$ cat config.mk
export PLATFORM = sky130hd
export DESIGN_NAME = ws2812_stream_driver
export DESIGN_NICKNAME = d
export VERILOG_FILES = /design/src/rtl/ws2812_stream_driver.sv
export SDC_FILE = /design/constraint.sdc
export NUM_CORES = 1
export LEC_CHECK = 0
export CORE_MARGIN = 4
export CORE_UTILIZATION = 50
export CTS_CLUSTER_DIAMETER = 80
export DETAILED_ROUTE_END_ITERATION = 8
export PLACE_DENSITY = 0.7
export SLEW_MARGIN = 0
export SYNTH_ARGS = -nofsm -noshare
export SYNTH_HDL_FRONTEND = slang
export SYNTH_SLANG_ARGS = --single-unit
$ cat constraint.sdc
create_clock -name clk -period 6.25 [get_ports clk]
set_input_delay 1.25 -clock clk [delete_from_list [all_inputs] [get_ports clk]]
set_output_delay 1.25 -clock clk [all_outputs]
set_load 0.01 [all_outputs]
$ cat src/rtl/ws2812_stream_driver.sv
// WS2812 serial driver: streams pixel words MSB-first with a one-deep prefetch buffer.
// Optional WS2812_UNDERRUN_ABORT_EN: abort the frame (with an underrun pulse) instead of zero-filling.
module ws2812_stream_driver #(
    parameter int NUM_LEDS     = 60,
    parameter int BITS_PER_LED = 24,
    parameter int T0H          = 8,
    parameter int T1H          = 16,
    parameter int TBIT         = 25,
    parameter int TRES         = 2048
) (
    input  logic                    clk,
    input  logic                    reset,
    input  logic                    start,
    input  logic [BITS_PER_LED-1:0] pix_data,
    input  logic                    pix_valid,
    output logic                    pix_ready,
    output logic                    led,
    output logic                    busy,
    output logic                    frame_done,
`ifdef WS2812_UNDERRUN_ABORT_EN
    output logic                    underrun,
`endif
    output logic [1:0]              dbg_state
);

    localparam int CMAX = (TBIT > TRES) ? TBIT : TRES;
    localparam int CW   = $clog2(CMAX);
    localparam int BW   = (BITS_PER_LED > 1) ? $clog2(BITS_PER_LED) : 1;
    localparam int PW   = $clog2(NUM_LEDS + 1);
    localparam logic [CW-1:0] T0H_C  = CW'(T0H);
    localparam logic [CW-1:0] T1H_C  = CW'(T1H);
    localparam logic [CW-1:0] TBIT_M = CW'(TBIT - 1);
    localparam logic [CW-1:0] TRES_M = CW'(TRES - 1);
    localparam logic [BW-1:0] BIT_M  = BW'(BITS_PER_LED - 1);
    localparam logic [PW-1:0] PIX_M  = PW'(NUM_LEDS - 1);
    localparam logic [PW-1:0] PIX_N  = PW'(NUM_LEDS);

    typedef enum logic [1:0] {IDLE, PRIME, SEND, LATCH} state_t;

    state_t                  state, state_n;
    logic [CW-1:0]           cnt, cnt_n;
    logic [BW-1:0]           bit_idx, bit_n;
    logic [PW-1:0]           pix_idx, pix_n;
    logic [PW-1:0]           acc;
    logic [BITS_PER_LED-1:0] shreg, sh_n, hold;
    logic                    hold_full;
    logic                    xfer, bit_end, pix_end, last_pix, reload, fill;
`ifdef WS2812_UNDERRUN_ABORT_EN
    logic                    abort;
`endif

    // Handshake: a pixel moves when pix_valid && pix_ready at a rising edge; pix_ready is
    // high while a slot in the frame is still unassigned and the holding register is empty.
    assign pix_ready = ((state == PRIME) || (state == SEND)) && !hold_full && (acc < PIX_N);
    assign xfer      = pix_valid && pix_ready;
    assign busy      = (state != IDLE);
    assign dbg_state = state;
    assign bit_end   = (cnt == TBIT_M);
    assign pix_end   = bit_end && (bit_idx == BIT_M);
    assign last_pix  = (pix_idx == PIX_M);
    assign reload    = (state == SEND) && pix_end && !last_pix;

    always_ff @(posedge clk or negedge reset) begin
        if (!reset) state <= IDLE;
        else        state <= state_n;
    end

    always_comb begin
        state_n = state;
        cnt_n   = cnt;
        bit_n   = bit_idx;
        pix_n   = pix_idx;
        sh_n    = shreg;
        fill    = 1'b0;
`ifdef WS2812_UNDERRUN_ABORT_EN
        abort   = 1'b0;
`endif
        case (state)
            IDLE: if (start) state_n = PRIME;
            PRIME: begin
                if (xfer) begin
                    state_n = SEND;
                    cnt_n   = '0;
                    bit_n   = '0;
                    pix_n   = '0;
                    sh_n    = pix_data;
                end
            end
            SEND: begin
                if (!bit_end) begin
                    cnt_n = cnt + 1'b1;
                end else begin
                    cnt_n = '0;
                    if (!pix_end) begin
                        bit_n = bit_idx + 1'b1;
                        sh_n  = shreg << 1;
                    end else if (last_pix) begin
                        state_n = LATCH;
                    end else begin
                        bit_n = '0;
                        pix_n = pix_idx + 1'b1;
                        // A pixel arriving exactly at the reload edge bypasses the holding register.
                        if (hold_full)  sh_n = hold;
                        else if (xfer)  sh_n = pix_data;
                        else begin
`ifdef WS2812_UNDERRUN_ABORT_EN
                            abort   = 1'b1;
                            state_n = LATCH;
`else
                            sh_n = '0;
                            fill = 1'b1;
`endif
                        end
                    end
                end
            end
            LATCH: begin
                if (cnt == TRES_M) begin
                    state_n = IDLE;
                    cnt_n   = '0;
                end else begin
                    cnt_n = cnt + 1'b1;
                end
            end
            default: state_n = IDLE;
        endcase
    end

    always_ff @(posedge clk or negedge reset) begin
        if (!reset) begin
            cnt        <= '0;
            bit_idx    <= '0;
            pix_idx    <= '0;
            acc        <= '0;
            shreg      <= '0;
            hold       <= '0;
            hold_full  <= 1'b0;
            led        <= 1'b0;
            frame_done <= 1'b0;
`ifdef WS2812_UNDERRUN_ABORT_EN
            underrun   <= 1'b0;
`endif
        end else begin
            cnt        <= cnt_n;
            bit_idx    <= bit_n;
            pix_idx    <= pix_n;
            shreg      <= sh_n;
            // led is the level for the counter position being entered.
            led        <= (state_n == SEND) &&
                          (cnt_n < (sh_n[BITS_PER_LED-1] ? T1H_C : T0H_C));
            frame_done <= (state == LATCH) && (state_n == IDLE);
`ifdef WS2812_UNDERRUN_ABORT_EN
            underrun   <= abort;
`endif
            if (state == IDLE)      acc <= '0;
            else if (xfer || fill)  acc <= acc + 1'b1;
            if ((state == SEND) && xfer && !reload) begin
                hold      <= pix_data;
                hold_full <= 1'b1;
            end else if (reload && hold_full) begin
                hold_full <= 1'b0;
            end
        end
    end

endmodule

=== Word level (Yosys, flattened, before mapping) ===
Cells that the tools add are included.

* Add/sub/neg operators: 4
* Multiplexer cells: 39
* Eq/ne operators: 13
* Magnitude comparators: 2
* Reductions and logical operators: 24

{| class="wikitable"
|+ Operator list
! cell !! count
|-
| 2-to-1 mux 24 bit || 6
|-
| one-hot mux 24 bit (2 select lines) || 1
|-
| 2-to-1 mux 6 bit || 6
|-
| 2-to-1 mux 11 bit || 3
|-
| one-hot mux 11 bit (3 select lines) || 1
|-
| 2-to-1 mux 5 bit || 5
|-
| adder 6 x 1 -> 6 bit, second input constant || 2
|-
| 2-to-1 mux 2 bit || 6
|-
| one-hot mux 6 bit (2 select lines) || 1
|-
| adder 11 x 1 -> 11 bit, second input constant || 1
|-
| == test 11 bit, second input constant || 1
|-
| == test 11 x 5 -> 1 bit, second input constant || 1
|-
| logical AND 1 bit || 11
|-
| < comparator 11 x 5 -> 1 bit || 1
|-
| one-hot mux 5 bit (2 select lines) || 1
|-
| 2-to-1 mux 1 bit || 8
|-
| != test 2 bit, second input constant || 4
|-
| one-hot mux 2 bit (4 select lines) || 1
|-
| nonzero test 2 bit || 4
|-
| == test 2 bit, second input constant || 3
|-
| == test 6 bit, second input constant || 1
|-
| < comparator 6 bit, second input constant || 1
|-
| adder 5 x 1 -> 5 bit, second input constant || 1
|-
| == test 5 bit, second input constant || 1
|-
| 7 further kinds || 11
|}

* Word-level logic and storage cells: 93
* Flip-flop bits (word level): 81
* Input bits: 28

=== Depth between registers and ports, before layout ===
Gate-level depths: netlist of run 1.

* Depth after elaboration: 14
* Gate-level depth with buffers: 12

=== Worst setup path before layout of run 1 ===
Ideal clock, no wire load.

* Kind: in2reg
* Start point: input pix_valid
* End point: register led
* Data required time: 6.139 ns
* Buffers on the path: 0
* Slack: 2.754 ns
* Stages on the path: 9
* Arrival time: 3.384 ns
* Library setup time: 0.111 ns
* Path through: nand3b_1 -> nor3b_1 -> o2bb2ai_1 -> o21ai_0 -> and2_1 -> ha_1 -> o21bai_1 -> or4b_1 -> a2111oi_2

* Cells in the longest elaborated chain, start to end: 10
* Elaborated cells between the ends (all ways): 16

{| class="wikitable"
|+ RTL lines
! item !! RTL line !! source
|-
| start: declaration || 15 || <nowiki>input logic pix_valid,</nowiki>
|-
| logical AND 1 bit * || 55 || <nowiki>assign xfer = pix_valid && pix_ready;</nowiki>
|-
| 2-to-1 mux 24 bit || 104 || <nowiki>else if (xfer) sh_n = pix_data;</nowiki>
|-
| 2-to-1 mux 24 bit || 103 || <nowiki>if (hold_full) sh_n = hold;</nowiki>
|-
| 2-to-1 mux 24 bit || 97 || <nowiki>end else if (last_pix) begin</nowiki>
|-
| 2-to-1 mux 24 bit || 94 || <nowiki>if (!pix_end) begin</nowiki>
|-
| 2-to-1 mux 24 bit || 90 || <nowiki>if (!bit_end) begin</nowiki>
|-
| one-hot mux 24 bit (2 select lines) || 78 || <nowiki>case (state)</nowiki>
|-
| 2-to-1 mux 5 bit || 150 || <nowiki>(cnt_n < (sh_n[BITS_PER_LED-1] ? T1H_C : T0H_C));</nowiki>
|-
| < comparator 11 x 5 -> 1 bit || 150 ||
|-
| logical AND 1 bit * || 149 || <nowiki>led <= (state_n == SEND) &&</nowiki>
|-
| end signal: assignment || 149 ||
|-
| end: declaration || 17 || <nowiki>output logic led,</nowiki>
|}

Every way passes the cells marked *; elsewhere a longest branch is shown, timed or not. The select of a mux whose other input is x is not followed.
A chain may end at the register's enable or synchronous reset.

=== Final worst setup path of run 1 ===
* Start point: register cnt[0]
* End point: register hold[9]

* Cells in the longest elaborated chain, start to end: 6

{| class="wikitable"
|+ RTL lines
! item !! RTL line !! source
|-
| start: declaration || 41 || <nowiki>logic [CW-1:0] cnt, cnt_n;</nowiki>
|-
| start signal: assignment || 144 || <nowiki>cnt <= cnt_n;</nowiki>
|-
| == test 11 x 5 -> 1 bit || 58 || <nowiki>assign bit_end = (cnt == TBIT_M);</nowiki>
|-
| logical AND 1 bit || 59 || <nowiki>assign pix_end = bit_end && (bit_idx == BIT_M);</nowiki>
|-
| logical AND 1 bit (2 in a row) || 61 || <nowiki>assign reload = (state == SEND) && pix_end && !last_pix;</nowiki>
|-
| zero test 1 bit || 157 || <nowiki>if ((state == SEND) && xfer && !reload) begin</nowiki>
|-
| logical AND 1 bit || 157 ||
|-
| end signal: assignment || 158 || <nowiki>hold <= pix_data;</nowiki>
|-
| end: declaration || 45 || <nowiki>logic [BITS_PER_LED-1:0] shreg, sh_n, hold;</nowiki>
|}

No other way between the ends.

==> results.md, run 1 <==
* Number of synthesized register bits at 81
* Cell Pwr Density at 367.2 mW/mm^2
* Period utilisation layout at 60.18%
* HP Start: bit_idx[4]
* Worst-path fanout max at 28
* Post-placement cell count at 560
* Clk Tree Root Cell: clkbuf_8
* RSZ-0062 raised after global routing: false
* Status: finished, final reports clean
* First-pass GRT wire length at 17220 microns
* Fmax achieved at 265.9 MHz
* RR Endpoint: hold[9]
* Cts bufs inserted at 9
* Footprint of the multi-input gates at 0.002313 sq mm
* Share of layout cells above drive strength 1 at 8.547%
* Vias in the first global route at 3359
* Max Cap Viol at 0
* Synth area leaders: dfrtp_1 (45%), a22o_1 (9.7%), mux2_1 (6.0%)
* Worst setup EP type: flop
* Post-synth EDFFs at 0
* Fin nets at 502
* Die Span Y at 102.8 microns
* Crit path cell chain: inv_1 -> ha_1 -> or4b_4 -> or4_1 -> nor2_2 -> nor3_2 -> buf_4 -> mux2_1
* Post-route ant nets at 0
* CTS Hold Bufs at 0
* Initial Util at 51.52%
* Hold path endpoint: bit_idx[4]
* Vias per cell at 6.182
* Core region area at 0.008721 sq mm
* DP Worst Slack at 2235 ps
* Final wirelength at 10220 microns
* Post-route insts no fill at 576
* P&R area growth vs syn at 13.23%
* CP Data Required Time at 6480 ps
* Slew HR at 19.38%
* I/O Pins at 34
* IO Port Bufs at 33
* Syn_nets at 481
* Synth unique cells at 64
* Worst skew pair latency at 360 ps
* N_diodes at 0
* Die width at 102.8 microns
* Htree depth at 3
* WS Path Type: flop to flop
* # Post-CTS Setup Buffers at 0
* Biggest area consumer among synthesized cells: dfrtp_1
* Post-DP HPWL at 6614 microns
* Post-CTS sizing at 0
* Final Hold Viols at 0
* CTS sink count at 81
* Data arrival time of the worst path at 3990 ps
* Total leakage power at 2.158 nW
* Register area share after synthesis at 45.11%
* Largest family of logic cells by synthesized area: compound AO/OA/AOI/OAI gates
* Hold WC Path Type: flop to flop
* Initial antenna violation count at 0
* Synth Area in Compound Gates at 26.43%
* Synth Cell Area at 0.004493 sq mm
* Clock tree buffer depth at 2
* Hold Path Stages at 1
* Slowest-stage cell, CP: nor2_2
* Worst-path clk slew at 80 ps
* Gr ovfl total at 0
* Synth top area share at 45.11%
* Initial DRC Count at 203
* Ys Warns at 0
* Setup TNS Final at 0 ps
* Synth Area in Simple Gates at 13.65%
* Core Util, Final at 58.34%
* Mux contribution to synthesized area at 6.488%
* Residual DRC count at 0
* Final worst slack at 2489 ps
* Sequential cell area at 0.002027 sq mm
* Post-Synth XOR/XNOR Area at 1.559%
* Avg Synthesized Cell Area at 10.17 sq um
* Startpoint Class: flop
* Minimum clock period after layout at 3761 ps
* TritonRoute pass-1 iters at 5
* Fin. max-slew vios at 0
* FP Rows at 34
* R2r worst-path depth at 8
* Max rail drop VDD at 0.0002308 V
* Worst slew pin tran at 1208 ps
* Worst R2R Start: cnt[0]
* Most used DFF post-synth: dfrtp_1
* Tot GR Track Use at 20.60%
* Fill count at 758
* Placer Congestion at 0.8882
* TritonCTS clock tree: done
* Final Skew at 16.67 ps
* Final setup viols at 0
* Fraction of synthesis flops using an asynchronous set or reset pin at 100.0%
* Routed wire per std cell at 17.74 microns
* R2r setup slk at 2490 ps
* Worst path max stage delay at 920 ps
* Die area at 0.01057 sq mm
* Largest net degree at the start of global routing at 82
* Vias after detailed routing at 3561
* Synth Area in Adders at 3.063%
* Cells after Synth at 442
-- cells in the mapped netlist (all sizes together) (2+ instances only) --
| library cell | count |
|---|---|
| and2 | 3 |
| o31ai | 9 |
| or3 | 2 |
| and3 | 5 |
| inv | 12 |
| o22a | 2 |
| o21ai | 42 |
| ha | 11 |
| or2 | 2 |
| nand4 | 7 |
| o41ai | 3 |
| or4b | 2 |
| nor3b | 2 |
| a22oi | 22 |
| nand3b | 2 |
| nand4bb | 2 |
| nor4 | 2 |
| nand2 | 41 |
| nand4b | 2 |
| a21o | 2 |
| a2111oi | 2 |
| buf | 5 |
| nor3 | 8 |
| clkbuf | 24 |
| or4 | 4 |
| a21oi | 9 |
| xor2 | 7 |
| dfrtp | 81 |
| a31oi | 3 |
| a22o | 50 |
| nand3 | 12 |
| o31a | 2 |
| nor2 | 19 |
| mux2 | 25 |
-- through the flow --
step	power, mW	hold WS (ps)	cell area (sq um)
floorplan	1.252	448.9	4493
global placement	1.477	469.9	4893
detailed placement	1.491	476.1	4893
CTS	1.888	489.4	5087
global route	1.998	513.3	5087
finish	1.868	483.8	5087
-- critical path, delay by kind of cell, from the launching register on --
| kind | cells | cell delay [ps] |
|---|---|---|
| buffers and inverters | 2 | 430 |
| DFF | 1 | 400 |
| adders and majority gates | 1 | 200 |
| and+or+nand+nor | 4 | 2250 |
| muxes | 1 | 340 |
-- final cells by class --
class	count	share of cell area, %
Multi-Input combinational cell	320	45.47
Tap cell	108	2.656
Clock buffer	10	2.509
Inverter	12	0.8854
Clock inverter	6	1.303
Timing Repair Buffer	39	7.329
Sequential cell	81	39.84
-- flip-flops by register name (all words and copies together) (netlist names) --
register    cells
bit_idx         5
hold           24
shreg          24
frame_done      1
cnt            11
hold_full       1
dbg_state       2
acc             6
pix_idx         6
led             1
-- logic make-up after synthesis --
group                      count (synthesis)
adders and majority gates                 11
AOI/OAI and AO/OA                        157
buffers and inverters                     41
xor gates and xnor gates                   8
muxes                                     26
and+or+nand+nor                          118
DFF                                       81
-- layout by cell type (no fill, tap or decap), types with 3 or more instances in the layout --
cell / instances
nor3_1: 7
dfrtp_1: 81
a22oi_1: 22
xor2_1: 7
clkinvlp_4: 3
nand3_1: 12
clkdlybuf4s50_1: 32
a22o_1: 50
a31oi_1: 3
clkbuf_8: 9
or4_1: 3
mux2_1: 24
nand4_1: 7
o21ai_0: 19
o31ai_1: 7
buf_4: 7
nor2_1: 18
nand2_1: 40
and2_1: 3
a21oi_1: 9
inv_1: 11
o21ai_1: 21
and3_1: 5
ha_1: 11
-- routing by layer --
layer  vias to the layer above  global-route usage, %  share of wire, %
met5                         -                      0                 0
met4                         0                  5.179              0.97
li1                       1721                      -                 -
met2                        97                  30.39                44
met3                        12                  4.330               5.5
met1                      1731                  31.02                49
-- power breakdown --
group          total [mW]  switching (mW)  internal (mW)  leakage (nW)
combinational       0.739           0.435          0.304         0.953
clock               0.387           0.201          0.185        0.0889
sequential          0.743          0.0960          0.647          1.12
-- worst max path at each step --
stage          cells past startpoint        to  slack, ps       from
2_1_floorplan                      9       led       2750  pix_valid
5_1_grt                            8  hold[20]       2210     cnt[0]
3_3_place_gp                      10       led       2280  pix_valid
4_1_cts                            8   hold[9]       2450     cnt[0]
6_report                           8   hold[9]       2490     cnt[0]
3_5_place_dp                      10       led       2240  pix_valid
Power figures use the tool's default switching activity.
==> run 2: changes to the inputs <==
==> constraint.sdc (replaced) <==
create_clock -name clk -period 3.9 [get_ports clk]
set_input_delay 0.78 -clock clk [delete_from_list [all_inputs] [get_ports clk]]
set_output_delay 0.78 -clock clk [all_outputs]
set_load 0.01 [all_outputs]
==> run 2 against run 1 <==
  * Clock skew is 0.92 ps lower
  * Clock power is 86% higher
  * Wire length is 0.89% higher
  * Worst hold slack better by 13 ps
  * Sequential share of layout area is 0.67 points lower
  * Sequential cell count stayed put
  * First-iteration DRC count is 18% higher
  * Maximum frequency is 8.4% higher
  * Critical endpoint is now led
==> results.md, run 2 (synthesis gave the netlist of run 1 again) <==
* Final setup viols at 0 (unchanged)
* # Post-CTS Setup Buffers at 0 (unchanged)
* DP Worst Slack at 296.2 ps (-1939 ps)
* Die width at 102.8 microns (unchanged)
* Vias after detailed routing at 3609 (+1.3%)
* Placer Congestion at 0.8942 (+0.68%)
* Initial Util at 51.52% (unchanged)
* Most frequent cells in the layout: dfrtp_1 (81), a22o_1 (50), nand2_1 (40), clkdlybuf4s50_1 (32), mux2_1 (24)
* R2r worst-path depth at 11 (+3)
* CTS sink count at 81 (unchanged)
* Final wirelength at 10310 microns (+0.89%)
* Final Skew at 15.75 ps (-0.9238 ps)
* Residual DRC count at 0 (unchanged)
* Vias per cell at 6.212 (+0.48%)
* Max rail drop VDD at 0.0004163 V (+80%)
* Start point of the critical path: cnt[0]
* Post-CTS sizing at 0 (unchanged)
* Minimum clock period after layout at 3471 ps (-290.6 ps)
* Fin nets at 507 (+1.0%)
* Core Util, Final at 59.34% (+1.0 points)
* Share of layout cells above drive strength 1 at 9.725% (+1.2 points)
* Max Cap Viol at 0 (unchanged)
* Die area at 0.01057 sq mm (unchanged)
* Worst-path clk slew at 90 ps (about the same)
* RSZ-0062 raised after global routing: false
* Status: finished, final reports clean
* Fin. max-slew vios at 0 (unchanged)
* Met1 Usage GRT at 31.99% (+0.97 points)
* R2r setup slk at 430 ps (-2060 ps)
* FP Rows at 34 (unchanged)
* First-pass GRT wire length at 17740 microns (+3.0%)
* P&R area growth vs syn at 15.18%
* Cell Pwr Density at 600.4 mW/mm^2 (+64%)
* Most common cell after layout, fill and taps aside: dfrtp_1
* Vias in the first global route at 3542 (+5.4%)
* Total leakage power at 2.211 nW (+2.4%)
* Cts bufs inserted at 9 (unchanged)
* PnR Total Power at 3.107 mW (+66%)
* CP Data Required Time at 4140 ps (-2340 ps)
* Fill count at 780 (+2.9%)
* Setup TNS Final at 0 ps (unchanged)
* Initial DRC Count at 240 (+18%)
* Largest net degree at the start of global routing at 82 (unchanged)
* Period utilisation layout at 88.99% (+29 points)
* Clk Tree Root Cell: clkbuf_8
* IO Port Bufs at 33 (unchanged)
* Htree depth at 3 (unchanged)
* Clock tree buffer depth at 2 (unchanged)
* WS Path Type: flop to flop
* Slew HR at 31.03% (+12 points)
* Footprint of the multi-input gates at 0.002313 sq mm (unchanged)
* Gr ovfl total at 0 (unchanged)
* Routed wire per std cell at 17.74 microns (about the same)
* Sequential cell area at 0.002027 sq mm (unchanged)
* HP Start: hold[20]
* GRT met2 Usage at 32.27% (+1.9 points)
* Worst skew pair latency at 360 ps (about the same)
* Fmax achieved at 288.1 MHz (+8.4%)
* Hold Path Stages at 1 (unchanged)
* Worst slew pin tran at 1035 ps (-173.4 ps)
* Final worst slack at 429.5 ps (-2059 ps)
* Startpoint Class: flop
* TritonCTS clock tree: done
* Die Span Y at 102.8 microns (unchanged)
* Final Hold Viols at 0 (unchanged)
* Initial antenna violation count at 0 (unchanged)
* Post-route ant nets at 0 (unchanged)
* I/O Pins at 34 (unchanged)
* Worst R2R Start: cnt[0]
* Tot GR Track Use at 21.14% (+0.54 points)
* Worst setup EP type: flop
* Data arrival time of the worst path at 3710 ps (-280 ps)
* Hold WC Path Type: flop to flop
* Worst-path fanout max at 4 (-86%)
* GRT Max-Usage Layer: met2
* Core region area at 0.008721 sq mm (unchanged)
* Biggest regs: hold x24, shreg x24, cnt x11
* Post-DP HPWL at 6951 microns (+5.1%)
* CTS Hold Bufs at 0 (unchanged)
* N_diodes at 0 (unchanged)
* Met3 Use GR at 2.639% (-1.7 points)
* TritonRoute pass-1 iters at 7 (+2)
## run 2: cell types whose count changed in the layout (fill, tap and decap cells not counted)
| cell | previous run | this run |
|---|---|---|
| buf_12 | 0 | 1 |
| buf_4 | 7 | 11 |
| bufinv_16 | 1 | 2 |
| clkbuf_1 | 1 | 0 |
| clkinv_2 | 1 | 0 |
| clkinvlp_4 | 3 | 1 |
| inv_6 | 1 | 2 |
| inv_8 | 0 | 2 |
## run 2: stage by stage
step                      hold WS [ps]  cell area [sq um]  std cells
after floorplan                  448.9               4493        442
after global placement           470.6               4943        565
after detailed placement         476.9               4943        565
after CTS                        495.8               5175        581
after global routing             520.5               5175        581
final                            497.3               5175        581
## run 2: cell type report
cell class	count	share of cell area (%)
multi-input cells	320	44.71
flip-flops and latches	81	39.17
repair buffers	44	8.172
well taps	108	2.611
clock buffers	9	2.394
clock inverters	7	2.079
inverters	12	0.8704
## run 2: path summary, 6_finish.rpt
check / to
hold / removal: hold[20]
setup / recovery: led
min in group asynchronous: cnt[10]
max in group asynchronous: hold[3]
setup reg to reg: led
hold reg to reg: hold[20]
## run 2: per-layer routing
metal | routed length [microns] | part of all wire [%]
met4 | 105 | 1.0
met5 | 0 | 0
met2 | 4647 | 45
met1 | 4959 | 48
met3 | 596 | 5.8
## run 2: worst max-delay path, cell delays in order, from the launching register on
cell and delay, ps:
dfrtp_1 410, inv_1 100, ha_1 160, or4b_4 500, or4_4 540, nor4_1 170, o21ai_0 130, and2_1 180
ha_1 180, o21bai_1 140, or4b_1 520, a2111oi_2 330
## run 2: power breakdown
group	switching (mW)	internal, mW	leakage (nW)
Clock	0.344	0.374	0.114
Sequential	0.110	1.04	1.12
Combinational	0.746	0.496	0.980
Total	1.20	1.91	2.21
